===== src/rtl/riscv_pkg.sv =====
// riscv_pkg: shared RISC-V pipeline types, load funct3 encodings and default widths
package riscv_pkg;

    localparam int XLEN_DEF = 32;
    localparam int NREG_DEF = 32;

    typedef enum logic [1:0] {
        RES_ALU = 2'b00,
        RES_MEM = 2'b01,
        RES_PC4 = 2'b10
    } result_src_e;

    localparam logic [2:0] F3_LB  = 3'b000;
    localparam logic [2:0] F3_LH  = 3'b001;
    localparam logic [2:0] F3_LW  = 3'b010;
    localparam logic [2:0] F3_LBU = 3'b100;
    localparam logic [2:0] F3_LHU = 3'b101;

endpackage


===== src/rtl/load_extend.sv =====
// load_extend: picks the addressed byte/half of an aligned memory word and sign/zero extends it
module load_extend
    import riscv_pkg::*;
#(
    parameter int XLEN = XLEN_DEF
) (
    input  logic [XLEN-1:0] word_i,
    input  logic [1:0]      offset_i,
    input  logic [2:0]      funct3_i,
    output logic [XLEN-1:0] value_o
);

    logic [7:0]  byte_sel;
    logic [15:0] half_sel;

    // halfword loads use only offset bit 1; bit 0 is ignored
    assign byte_sel = word_i[{offset_i, 3'b000} +: 8];
    assign half_sel = offset_i[1] ? word_i[31:16] : word_i[15:0];

    always_comb begin
        value_o = funct3_i == F3_LB  ? {{(XLEN-8){byte_sel[7]}}, byte_sel} :
                  funct3_i == F3_LH  ? {{(XLEN-16){half_sel[15]}}, half_sel} :
                  funct3_i == F3_LBU ? {{(XLEN-8){1'b0}}, byte_sel} :
                  funct3_i == F3_LHU ? {{(XLEN-16){1'b0}}, half_sel} :
                                       word_i;
    end

endmodule


===== src/rtl/writeback_regfile.sv =====
// writeback_regfile: writeback result select feeding a write-first bypassing register file
module writeback_regfile
    import riscv_pkg::*;
#(
    parameter int XLEN = XLEN_DEF,
    parameter int NREG = NREG_DEF
) (
    input  logic            clk,
    input  logic            reset,
    input  logic            RegWriteW,
    input  logic [1:0]      ResultSrcW,
    input  logic [2:0]      Funct3W,
    input  logic [XLEN-1:0] ALUResultW,
    input  logic [XLEN-1:0] ReadDataW,
    input  logic [XLEN-1:0] PCPlus4W,
    input  logic [4:0]      RdW,
    input  logic [4:0]      Rs1D,
    input  logic [4:0]      Rs2D,
    output logic [XLEN-1:0] RD1D,
    output logic [XLEN-1:0] RD2D,
    output logic [XLEN-1:0] ResultW
);

    logic [XLEN-1:0] regs_q [1:NREG-1];
    logic [XLEN-1:0] regs_d [1:NREG-1];
    logic [XLEN-1:0] load_val;
    logic            wr_en;

    load_extend #(.XLEN(XLEN)) u_load_extend (
        .word_i   (ReadDataW),
        .offset_i (ALUResultW[1:0]),
        .funct3_i (Funct3W),
        .value_o  (load_val)
    );

    assign ResultW = result_src_e'(ResultSrcW) == RES_MEM ? load_val :
                     result_src_e'(ResultSrcW) == RES_PC4 ? PCPlus4W : ALUResultW;

    // x0 and indices beyond the register count are never written
    assign wr_en = RegWriteW && RdW != 5'd0 && int'(RdW) < NREG && !reset;

    function automatic logic [XLEN-1:0] read_port(input logic [4:0] rs);
        return (rs == 5'd0 || int'(rs) >= NREG) ? '0 :
               (wr_en && rs == RdW)             ? ResultW : regs_q[rs];
    endfunction

    assign RD1D = read_port(Rs1D);
    assign RD2D = read_port(Rs2D);

    always_comb begin
        regs_d = regs_q;
        if (wr_en) regs_d[RdW] = ResultW;
    end

    always_ff @(posedge clk) begin
        if (reset) begin
            for (int i = 1; i < NREG; i++) regs_q[i] <= '0;
        end else begin
            regs_q <= regs_d;
        end
    end

endmodule


===== config.mk =====
export PLATFORM = sky130hd
export DESIGN_NAME = writeback_regfile
export DESIGN_NICKNAME = d
export VERILOG_FILES = /design/src/rtl/riscv_pkg.sv /design/src/rtl/load_extend.sv /design/src/rtl/writeback_regfile.sv
export SDC_FILE = /design/constraint.sdc
export NUM_CORES = 2
export LEC_CHECK = 0
export CAP_MARGIN = 10
export CORE_MARGIN = 10
export CORE_UTILIZATION = 50
export CTS_BUF_LIST = sky130_fd_sc_hd__clkbuf_2 sky130_fd_sc_hd__clkbuf_4 sky130_fd_sc_hd__clkbuf_8
export DETAILED_ROUTE_END_ITERATION = 10
export GPL_ROUTABILITY_DRIVEN = 0
export HOLD_SLACK_MARGIN = 0.15
export PLACE_DENSITY = 0.68
export SETUP_SLACK_MARGIN = 0.1
export SLEW_MARGIN = 20
export SYNTH_ARGS = -nofsm -noshare
export SYNTH_HDL_FRONTEND = slang
export SYNTH_SLANG_ARGS = --single-unit

===== constraint.sdc =====
create_clock -name clk -period 10.45 [get_ports clk]
set_input_delay 3.135 -clock clk [delete_from_list [all_inputs] [get_ports clk]]
set_output_delay 3.135 -clock clk [all_outputs]
set_load 0.1 [all_outputs]

==> flow_metrics.tcl <==
set metrics [dict create \
    status "completed" \
    cts_sinks 992 \
    drt_iter0_markers 7552 \
    finalClockSkew_ps 0 \
    drc 0 \
    drv_slew 0 \
    h-tree-depth 4 \
    start_kind "input pin" \
    drv_cap 0 \
    overflow 0 \
    synthArstFlopShare 0 \
    setup_violations 0 \
    rows 119 \
    cp_slowest_cell "clkdlybuf4s50_1" \
    total_power_uw 8820 \
    crit_family "simple AND/OR/NAND/NOR gates" \
    grt_pass1_vias 47100 \
    root_buffer "clkbuf_8" \
    drive_gt1_frac 0.195 \
    layout_common_cells "992 x dfxtp_1, 569 x nand2_1, 564 x nor2_1" \
    final_hold_viol_count 0 \
    tns_ps 0 \
    ys.flop_type "dfxtp_1" \
    post-route-min-period_ps 10180 \
    routed_wl_mm 210 \
    largest_register_ffs 992 \
    clkLatencyLatePin_ps 870 \
    layout_commonest_cell "dfxtp_1" \
    crit_chain "clkdlybuf4s50_1 > nor3_1 > nand2_1 > and3_2 > or4_1 > o211ai_1 > buf_12" \
    required_ps 7320 \
    dp_hpwl_mm 130 \
    grt_use_total 0.339 \
    fillers 9137 \
    grt_max_degree 202 \
    synth.distinct_cells 54 \
    cts.clk_slew.worst_paths_ps 60 \
    wl_per_cell_um 29.2 \
    vdd_drop_max_mv 0.119 \
    crit_buf_inv 2 \
    synth-warning-count 0 \
    cp.arrival_ps 7040 \
    final_nets 5801 \
    synth_edf_count 0 \
    clockBufferDepth 3 \
    slowest_delay_ps 840 \
    worstPathMaxFanout 30 \
    fmax_mhz 98.3 \
    hold_path_class "register to register" \
    seq_area_frac_synth 0.377 \
    top_regs "regs_q: 992 flops" \
    start_util 0.502 \
    die_area_sq_um 119000 \
    whs_ps 465 \
    p_leak_uw 0.0197 \
    relSlewSlack 0.0958 \
    avgSynthCellArea_sq_um 9.08 \
    path_class "input pin to output port" \
    ctsResizeCount 0 \
    rsz0062_at_grt "no" \
    via_per_inst 6.91 \
    core_sq_um 105000 \
    first_pass_iters 8 \
    die_y_um 345 \
    num_vias 49700 \
    powerDensity_nw_per_um2 146 \
    io-pin-count 215 \
    hold_buffers 0 \
    regMostFlops "regs_q" \
    worst_slew_pin_slew_ps 1360 \
    netlist_instances 5810 \
    io_buffer_count 214 \
    die_w_um 345 \
    area_growth_syn_to_layout_pct 14.3 \
    antenna_found_initial 11 \
    synth-seq-cells 992 \
    grt_first_pass_wirelength_mm 305 \
    ant_nets 0 \
    syn_nets 5929 \
    cts_buffers 164 \
    cts_tree "built" \
    dp.cells 6907 \
    layout.cells.non_filler 7194 \
    cp-end-kind "output port" \
    netlist_area_sq_um 52700 \
    cts_setup_buffers 0 \
    post-route-period-util 0.974 \
]
==> worst reg2reg max path: cells and delay by family (launching register included) <==
kind            cells  cell delay (ps)
flops               1              390
compound gates      1              250
simple gates        1               70
==> metal layers <==
metal / track usage / part of all wire / routed length [um] / vias to the layer above
li1: - / - / - / 21400
met1: 0.440 / 0.38 / 79300 / 23800
met2: 0.473 / 0.41 / 86500 / 3694
met3: 0.149 / 0.16 / 33100 / 747
met4: 0.171 / 0.051 / 10800 / 14
met5: 0 / 0.00058 / 121 / -
==> through the flow <==
stage | instance area, sq um | worst slack (ps) | util
2_1_floorplan | 52700 | 994 | -
3_3_place_gp | 56900 | 814 | 0.542
3_5_place_dp | 56900 | 616 | 0.542
4_1_cts | 60300 | 611 | 0.574
5_1_grt | 60300 | 114 | 0.574
6_report | 60300 | 273 | 0.575
==> area by class of cell <==
cell class                      instances  area [sq um]  area share
Multi-Input combinational cell       4071         30500       0.505
Clock buffer                          258          3190      0.0530
Sequential cell                       992         19900       0.329
Clock inverter                         24           179     0.00297
Tap cell                             1391          1740      0.0289
Antenna cell                            5          12.5    0.000207
Timing Repair Buffer                  415          4720      0.0783
Inverter                               38           143     0.00237
==> power by group <==
| part | switching, uW | leakage [uW] | internal, uW |
|---|---|---|---|
| combinational | 1000 | 0.00990 | 410 |
| sequential | 15.3 | 0.00799 | 3800 |
| clock | 1640 | 0.00180 | 1960 |
| total | 2650 | 0.0197 | 6170 |
==> path summary, 6_finish.rpt <==
check	startpoint	to	slack, ps	cells after the start
setup / recovery	RdW[3]	RD2D[19]	270	7
hold / removal	regs_q[468]$_SDFFE_PP0P_	regs_q[468]$_SDFFE_PP0P_	460	2
setup reg to reg	regs_q[519]$_SDFFE_PP0P_	regs_q[519]$_SDFFE_PP0P_	9650	2
hold reg to reg	regs_q[468]$_SDFFE_PP0P_	regs_q[468]$_SDFFE_PP0P_	460	2
==> cells in the mapped netlist (9+ instances only) <==
cell,n,area share
dfxtp_1,992,0.38
a211oi_1,549,0.078
or2_2,20,0.0024
a21oi_1,537,0.051
a22o_1,52,0.0086
o221a_2,9,0.0019
inv_1,38,0.0027
a222oi_1,13,0.0025
nor2_1,596,0.042
clkbuf_1,549,0.039
o221ai_1,59,0.0098
nor2b_1,32,0.0038
nand3_1,11,0.0010
a22oi_1,30,0.0043
mux4_2,346,0.15
mux2i_1,215,0.041
mux2_2,99,0.021
o21ai_0,516,0.049
xor2_1,10,0.0017
a2111oi_2,15,0.0043
buf_1,56,0.0040
o21ai_1,63,0.0060
nand2_1,570,0.041
and3b_1,9,0.0015
or4_1,16,0.0023
o21a_1,14,0.0020
a221oi_1,83,0.014
buf_2,103,0.0098
o211ai_1,32,0.0046
o22ai_1,16,0.0019
nand2b_1,17,0.0020
a21o_1,15,0.0021
a221o_1,44,0.0084
o31a_1,26,0.0043
==> cell families after synthesis <==
family,Yosys count,synth area share
compound gates,2085,0.254
buf+inv,747,0.0557
simple gates,1315,0.102
xor+xnor,11,0.00183
mux,660,0.210
flops,992,0.377
No activity file was read; power rests on OpenSTA's default activity.
